$ cat src/rtl/uart_tx_pkg.sv
// Shared UART definitions: frame state encoding, default line timing and
// the bit-period arithmetic used by both the transmit and receive paths.
package uart_tx_pkg;

    localparam int DEFAULT_CLK_FREQ  = 50_000_000;
    localparam int DEFAULT_BAUD_RATE = 115_200;

    typedef enum logic [2:0] {
        IDLE   = 3'd0,
        START  = 3'd1,
        DATA   = 3'd2,
        PARITY = 3'd3,
        STOP   = 3'd4
    } tx_state_t;

    function automatic int clks_per_bit(input int clk_freq, input int baud_rate);
        return clk_freq / baud_rate;
    endfunction

    // A one-clock bit period still needs a one-bit counter.
    function automatic int ctr_width(input int clks);
        return (clks > 1) ? $clog2(clks) : 1;
    endfunction

endpackage

$ cat src/rtl/uart_baud_gen.sv
// Bit-period counter: runs 0..CLKS_PER_BIT-1 and flags the last cycle of
// each bit. Held at zero while restart is high so a frame starts aligned.
module uart_baud_gen
    import uart_tx_pkg::*;
#(
    parameter int CLKS_PER_BIT = 434
) (
    input  logic clk,
    input  logic rst,
    input  logic restart,
    output logic tick
);

    localparam int CTR_W = ctr_width(CLKS_PER_BIT);
    localparam logic [CTR_W-1:0] LAST = CTR_W'(CLKS_PER_BIT - 1);

    logic [CTR_W-1:0] bit_ctr;

    assign tick = (bit_ctr == LAST);

    // NOTE: reset is synchronous, so it lives inside the clocked branch and only
    // takes effect at a posedge; state updates use <= so every register sees
    // pre-edge values regardless of statement order.
    always_ff @(posedge clk) begin
        if (!rst || restart || tick) begin
            bit_ctr <= '0;
        end else begin
            bit_ctr <= bit_ctr + CTR_W'(1);
        end
    end

endmodule

$ cat src/rtl/uart_tx.sv
// UART transmitter (8N1/8E1/8O1, 1 or 2 stop bits): one byte per valid/ready
// handshake, serialised LSB-first on a registered, idle-high serial_out.
module uart_tx
    import uart_tx_pkg::*;
#(
    parameter int CLK_FREQ   = DEFAULT_CLK_FREQ,
    parameter int BAUD_RATE  = DEFAULT_BAUD_RATE,
    parameter int PARITY_EN  = 0,
    parameter int PARITY_ODD = 0,
    parameter int STOP_BITS  = 1
) (
    input  logic       clk,
    input  logic       rst,
    input  logic [7:0] tx_data,
    input  logic       tx_valid,
    output logic       tx_ready,
    output logic       tx_busy,
    output logic       tx_done,
    output logic       serial_out
);

    localparam int   CLKS_PER_BIT = clks_per_bit(CLK_FREQ, BAUD_RATE);
    localparam logic ODD_BIT      = (PARITY_ODD != 0);

    tx_state_t  state;
    logic [7:0] shift;
    logic [2:0] bit_idx;
    logic       stop_idx;
    logic       parity_bit;
    logic       tick;
    logic       last_stop;
    logic       accept;

    uart_baud_gen #(
        .CLKS_PER_BIT(CLKS_PER_BIT)
    ) u_baud_gen (
        .clk    (clk),
        .rst    (rst),
        .restart(state == IDLE),
        .tick   (tick)
    );

    assign last_stop = (int'(stop_idx) == STOP_BITS - 1);
    // Ready also opens on the final stop cycle so frames can run back-to-back.
    assign tx_ready  = rst && ((state == IDLE) || (state == STOP && last_stop && tick));
    assign accept    = tx_valid && tx_ready;
    assign tx_busy   = (state != IDLE);

    // serial_out is driven from the current state, so the line trails the
    // state by one cycle while every bit still lasts CLKS_PER_BIT cycles.
    always_ff @(posedge clk) begin
        if (!rst) begin
            state      <= IDLE;
            serial_out <= 1'b1;
            tx_done    <= 1'b0;
            shift      <= '0;
            bit_idx    <= '0;
            stop_idx   <= 1'b0;
            parity_bit <= 1'b0;
        end else begin
            tx_done <= 1'b0;
            case (state)
                IDLE: begin
                    serial_out <= 1'b1;
                    if (accept) begin
                        shift      <= tx_data;
                        parity_bit <= (^tx_data) ^ ODD_BIT;
                        state      <= START;
                    end
                end
                START: begin
                    serial_out <= 1'b0;
                    if (tick) begin
                        bit_idx <= '0;
                        state   <= DATA;
                    end
                end
                DATA: begin
                    serial_out <= shift[0];
                    if (tick) begin
                        shift   <= shift >> 1;
                        bit_idx <= bit_idx + 3'd1;
                        if (bit_idx == 3'd7) begin
                            stop_idx <= 1'b0;
                            state    <= (PARITY_EN != 0) ? PARITY : STOP;
                        end
                    end
                end
                PARITY: begin
                    serial_out <= parity_bit;
                    if (tick) begin
                        stop_idx <= 1'b0;
                        state    <= STOP;
                    end
                end
                STOP: begin
                    serial_out <= 1'b1;
                    if (tick) begin
                        if (last_stop) begin
                            tx_done <= 1'b1;
                            if (accept) begin
                                shift      <= tx_data;
                                parity_bit <= (^tx_data) ^ ODD_BIT;
                                state      <= START;
                            end else begin
                                state <= IDLE;
                            end
                        end else begin
                            stop_idx <= 1'b1;
                        end
                    end
                end
                default: state <= IDLE;
            endcase
        end
    end

endmodule

$ cat config.mk
export PLATFORM = sky130hd
export DESIGN_NAME = uart_tx
export DESIGN_NICKNAME = d
export VERILOG_FILES = /design/src/rtl/uart_tx_pkg.sv /design/src/rtl/uart_baud_gen.sv /design/src/rtl/uart_tx.sv
export SDC_FILE = /design/constraint.sdc
export NUM_CORES = 1
export LEC_CHECK = 0
export ABC_CLOCK_PERIOD_IN_PS = 3900
export BUFFER_PORTS_ARGS = -buffer_cell sky130_fd_sc_hd__buf_4
export CAP_MARGIN = 20
export CORE_MARGIN = 2
export CORE_UTILIZATION = 32
export CTS_BUF_LIST = sky130_fd_sc_hd__clkbuf_16
export DETAILED_ROUTE_END_ITERATION = 10
export PLACE_DENSITY_LB_ADDON = 0.25
export SETUP_SLACK_MARGIN = 0.05
export SLEW_MARGIN = 20
export SYNTH_ARGS = -nofsm -noshare
export SYNTH_HDL_FRONTEND = slang
export SYNTH_SLANG_ARGS = --single-unit
export TNS_END_PERCENT = 20
$ cat constraint.sdc
create_clock -name clk -period 3.9 [get_ports clk]
set_input_delay 0.195 -clock clk [delete_from_list [all_inputs] [get_ports clk]]
set_output_delay 0.195 -clock clk [all_outputs]
set_load 0.02 [all_outputs]
==> results of run 1 <==
routing by layer:
layer	vias up	global-route usage [%]	part of all wire (%)
met2	18	17.2	45
met5	-	0	0
li1	527	-	-
met3	2	3.22	3.7
met4	0	3.92	1.0
met1	470	13.2	50
area by class of cell:
cell class,count,area [µm²]
multi-input cells,109,779
flip-flops and latches,26,520
well taps,50,62.6
repair buffers,14,105
clock buffers,3,75.1
clock inverters,1,3.75
inverters,3,11.3
fillers,415,2470
worst max-delay path: cells and delay by family (launching register included):
family | cells | cell delay [ps]
adder cells (fa/ha/maj) | 1 | 180
AND/OR/NAND/NOR | 2 | 390
flip-flops | 1 | 420
AO/OA/AOI/OAI | 1 | 410
buffers and inverters | 1 | 140
cell usage in the layout (no fill, tap or decap), types with 2 or more instances in the layout:
master	n
and3_1	3
buf_4	14
clkbuf_16	3
dfxtp_1	26
ha_1	4
or3_1	2
mux2i_1	7
nand4_1	2
mux2_2	7
o21ai_0	2
inv_1	3
nand3_1	5
and4_1	2
xnor2_1	9
nand3b_1	2
nand2_1	18
xor2_1	6
a21oi_1	5
a32oi_1	2
nor2_1	16
metrics by stage:
stage | worst slack, ps | power, µW | area (µm²) | hold slack, ps
after global routing | 1750 | 590 | 1560 | 333
after CTS | 1910 | 575 | 1560 | 297
after global placement | 2060 | 348 | 1480 | 443
final | 1910 | 565 | 1560 | 303
after detailed placement | 2000 | 349 | 1480 | 449
after floorplan | 2340 | 328 | 1360 | 353
power breakdown:
group          internal, µW  switching [µW]
registers               272            6.90
logic                  31.9            31.7
clock network           137            85.6
cell families (layout without fill, tap and decap cells):
group / after synthesis / after routing / synth area share (%)
fa+ha+maj: 4 / 4 / 3.69
flops: 26 / 26 / 38.4
buf+inv: 11 / 21 / 4.06
compound gates: 17 / 17 / 9.51
xor+xnor: 15 / 15 / 9.70
simple gates: 59 / 59 / 23.6
mux: 14 / 14 / 11.0
state kept, by name, summed over array words and instances, names as in the netlist:
| register | count |
|---|---|
| state | 3 |
| bit_idx | 3 |
| tx_done | 1 |
| u_baud_gen.bit_ctr | 9 |
| parity_bit | 1 |
| shift | 8 |
| serial_out | 1 |
worst paths after layout:
| check | slack, ps | to | from | cells past startpoint |
|---|---|---|---|---|
| max | 1910 | tx_ready | u_baud_gen.bit_ctr[0] | 5 |
| min | 300 | shift[3] | rst | 3 |
| max reg2reg | 1970 | bit_idx[0] | state[1] | 4 |
| min reg2reg | 460 | shift[3] | shift[3] | 2 |
==> impl_results.md, run 1 <==
* Die footprint at around 0.0048 mm²
* Most common cell in the synthesized netlist: dfxtp_1
* Clock buffer depth at 2
* CP Max Fanout at 6
* H-tree Lvls at 1
* Final Hold Viols at 0
* Max-slew headroom at the worst pin at around two fifths
* CTS tree: built
* Vias in the first global route at slightly below 1,000
* Post-CTS Setup Inserts at 0
* Vias/cell at 4.94
* Crit path kind: reg -> out
* EDFF count, synth at 0
* Worst-path clk slew at 60 ps
* FMAX at 502 MHz
* Post-route DRC at 0
* Area contributors post-synth: dfxtp_1, mux2_2, xnor2_1, mux2i_1, nand2_1
* First-pass DRT Iterations at 4
* CTS Buf Count at 3
* Worst min path class: in -> reg
* RSZ-0062 raised after global routing: no
* Tcrit/Tclk final at 51.1%
* Worst VDD drop at 0.000170 V
* # placed instances at 202
* Largest area contributor in the netlist: dfxtp_1
* Gate Count Post-Synth at 146
* Area Growth Syn to Fin at 15.0%
* # resized after CTS at 0
* Share of cells above drive strength 1 at between 10% and 20%
* First-pass GRT wire length at 4260 µm
* Initial antenna violation count at 0
* Final WL at 2430 µm
* Yosys cell types at 39
* Pleak at 0.000610 µW
* Dpl hpwl at 1820 µm
* Final non-filler cell total at between 200 and 250
* CTS root buffer: clkbuf_16
* Rows at 23
* Worst EP required at between 3000 and 4000 ps
* Least-Margin Pin Slew at 899 ps
* Post-Syn Nets at between 150 and 200
* Final Skew at roughly 1.7 ps
* CP arrival at 1800 ps
* Crit path cell chain: ha_1 > nand4b_1 > o21ai_0 > and3_1 > buf_4
* Cell area power density at 363 mW/mm²
* Crit path launch type: register
* CTS Hold Bufs at 0
* Setup violators final at 0
* Worst setup EP type: output pin
* Max cap viols at 0
* Port bufs at 14
* Ys async rst share at 0%
* Setup TNS at 0 ps
* Outcome: finished clean
* Max incr delay on CP at 420 ps
* Top cell type's share of synthesized area at 38.4%
* Number of antenna diodes at 0
* Die W at 69.1 µm
* Ys flop type: dfxtp_1
* GR Overflow Total at 0
* Pin count of the biggest net entering global routing at 25
* Boundary pin count at 15
* DR WL/cell at between 10 and 15 µm
* Critical path's slowest cell: dfxtp_1
* Final GP Congestion at 0.796
* Routed vias at 1,017
* Post-layout min period at 1990 ps
* Initial Utilization at 33.6%
* Core area at 0.00403 mm²
* Max Slew Vio Count at 0
* Synthesized area per cell at 9.28 µm²
* # nets final at ~170
* Synthesized flop and latch total at 26
* Sequential share of the synthesized area at 38.4%
* Ys Warns at 0
* Synth Cell Area at ~0.0014 mm²
* Antenna Nets Post-Route at 0
* Clk sinks at 26
* Post-synth top cells: dfxtp_1, nand2_1, nor2_1
* Die height at 69.1 µm
* Clk Latency, worst-skew pair at 260 ps
* Initial drt markers at 92
* Final core utilization at 38.7%
* Gr usage total at 10.6%
(Power assumes the default switching activity.)
==> run 2: changes to the inputs <==
- ABC_CLOCK_PERIOD_IN_PS: 3900 -> 2000
- clock period: 3.9 -> 2 ns (I/O delays scaled with it)
==> impl_results.md, run 2 (synthesis results as in run 1) <==
* Boundary pin count at 15 (unchanged)
* Cell area power density at 783 mW/mm² (was 363 mW/mm²)
* Clk sinks at 26 (unchanged)
* Max-slew headroom at the worst pin at 72.3% (was 39.8%)
* Critical path destination: tx_ready (unchanged)
* Antenna Nets Post-Route at 0 (unchanged)
* Clock buffer depth at 2 (unchanged)
* Crit path kind: reg -> out (unchanged)
* Top delay family on crit path: flip-flops (unchanged)
* Max incr delay on CP at 430 ps (was 420 ps)
* Die footprint at 0.00477 mm² (unchanged)
* Stages on the worst setup path at 5 (unchanged)
* Worst min path class: in -> reg (unchanged)
* Tcrit/Tclk final at 88.7%
* First-pass DRT Iterations at 4 (unchanged)
* CP arrival at 1670 ps (was 1800 ps)
* Die height at 69.1 µm (unchanged)
* Post-route DRC at 0 (unchanged)
* Pleak at 0.000633 µW (was 0.000610 µW)
* Setup TNS at 0 ps (unchanged)
* CTS Buf Count at 3 (unchanged)
* RSZ-0062 raised after global routing: no (unchanged)
* Post-CTS Setup Inserts at 0 (unchanged)
* Worst EP required at 1900 ps (was 3700 ps)
* Max cap viols at 0 (unchanged)
* Hold path start: rst (unchanged)
* FF-to-FF setup slack at 300 ps (was 1970 ps)
* # nets final at 174 (was 172)
* GR Overflow Total at 0 (unchanged)
* Vias/cell at 5.01 (was 4.94)
* H-tree Lvls at 1 (unchanged)
* Most common cell after layout, fill and taps aside: dfxtp_1 (unchanged)
* Rows at 23 (unchanged)
* RR Endpoint: bit_idx[2] (was bit_idx[0])
* Vias in the first global route at 1,084 (was 979)
* CP Max Fanout at 6 (unchanged)
* Reg with most FFs: u_baud_gen.bit_ctr (unchanged)
* Worst VDD drop at 0.000294 V (was 0.000170 V)
* FMAX at approximately 560 MHz
* Critical path's slowest cell: dfxtp_1 (unchanged)
* Initial antenna violation count at 0 (unchanged)
* Initial Utilization at 33.6% (unchanged)
* CTS root buffer: clkbuf_16 (unchanged)
* Final Skew at 3.70 ps (was 1.68 ps)
* Final GP Congestion at 0.792 (was 0.796)
* WP buf/inv at 1 (unchanged)
* Pin count of the biggest net entering global routing at 25 (unchanged)
* CP Launch Point: u_baud_gen.bit_ctr[0] (unchanged)
* Clk Latency, worst-skew pair at 260 ps (about the same)
* Largest registers: u_baud_gen.bit_ctr x9, shift x8 (unchanged)
* Dpl hpwl at 1900 µm (was 1820 µm)
* Routed vias at 1,043 (was 1,017)
* Worst-path clk slew at 70 ps (was 60 ps)
* Max Slew Vio Count at 0 (unchanged)
* First-pass GRT wire length at 4600 µm (was 4260 µm)
* Port bufs at 14 (unchanged)
* Outcome: finished clean (unchanged)
* Number of antenna diodes at 0 (unchanged)
* # placed instances at 204 (was 202)
* FF-to-FF path depth at 5 (was 4)
* Area Growth Syn to Fin at 18.0% (was 15.0%)
* Initial drt markers at 84 (was 92)
* Final non-filler cell total at 208 (was 206)
* CTS tree: built (unchanged)
* Setup violators final at 0 (unchanged)
* Commonest cells after routing, fill and taps aside: dfxtp_1, nand2_1, nor2_1, buf_4, xnor2_1 (was dfxtp_1, nand2_1, nor2_1)
* Final WL at 2610 µm (was 2430 µm)
* Share of cells above drive strength 1 at 19.6% (was 17.9%)
* Final Hold Viols at 0 (unchanged)
* Gr usage total at 11.6% (was 10.6%)
* Largest register FFs at 9 (unchanged)
* Core area at 0.00403 mm² (unchanged)
* Launching point of the worst reg2reg path: u_baud_gen.bit_ctr[0] (was state[1])
* Crit path cell chain: ha_1 > nand4b_1 > o21ai_1 > and3_1 > buf_4 (was ha_1 > nand4b_1 > o21ai_0 > and3_1 > buf_4)
* Crit path launch type: register (unchanged)
* Worst setup EP type: output pin (unchanged)
* Least-Margin Pin Slew at 415 ps (was 899 ps)
* Post-layout min period at 1770 ps
* DR WL/cell at 12.5 µm (was 11.8 µm)
* Die W at 69.1 µm (unchanged)
## run 2: area by class of cell
| type | count | area, µm² |
|---|---|---|
| clock buffers | 3 | 75.1 |
| clock inverters | 1 | 30.0 |
| fillers | 414 | 2430 |
| inverters | 3 | 11.3 |
| multi-input cells | 109 | 779 |
| flip-flops and latches | 26 | 520 |
| well taps | 50 | 62.6 |
| repair buffers | 16 | 120 |
## run 2: worst min-delay path by stage
stage,end,slack [ps],depth (start not counted)
CTS,shift[2],210,3
floorplan,serial_out,260,2
detailed placement,shift[3],450,2
finish,shift[2],210,3
global route,shift[2],230,3
global placement,shift[1],440,2
## run 2: timing repair
| item | in CTS | in global routing |
|---|---|---|
| hold buffers | 0 | 0 |
| gates resized for setup | 0 | 1 |
| endpoints found under the setup margin | 0 | 1 |
## run 2: worst register-to-register path, delay by kind of cell, from the launching register on
family / cells / cell delay (ps)
and+or+nand+nor: 3 / 780
adders and majority gates: 1 / 190
AOI/OAI and AO/OA: 1 / 200
DFF: 1 / 430
## run 2: power by group
group,leakage [µW],switching (µW),internal [µW],total (µW)
logic,0.000372,62.4,62.5,125
clock network,0.0000511,185,398,583
registers,0.000211,14.1,530,544
total,0.000633,261,991,1250
## run 2: routing by layer
metal | vias up | share of wire (%) | global-route usage [%]
met3 | 4 | 3.7 | 2.19
met4 | 0 | 1.1 | 4.79
met1 | 489 | 47 | 14.1
met2 | 16 | 48 | 20.0
li1 | 534 | - | -
met5 | - | 0 | 0
## run 2: metrics by stage
stage	area, µm²	setup WS, ps	hold slack, ps	power (µW)	util [%]
final	1600	227	210	1250	39.7
after global routing	1600	111	228	1300	39.7
after CTS	1600	81.9	207	1260	39.7
after detailed placement	1490	324	453	681	37.1
after global placement	1490	414	442	677	37.1
after floorplan	1360	438	258	639	-
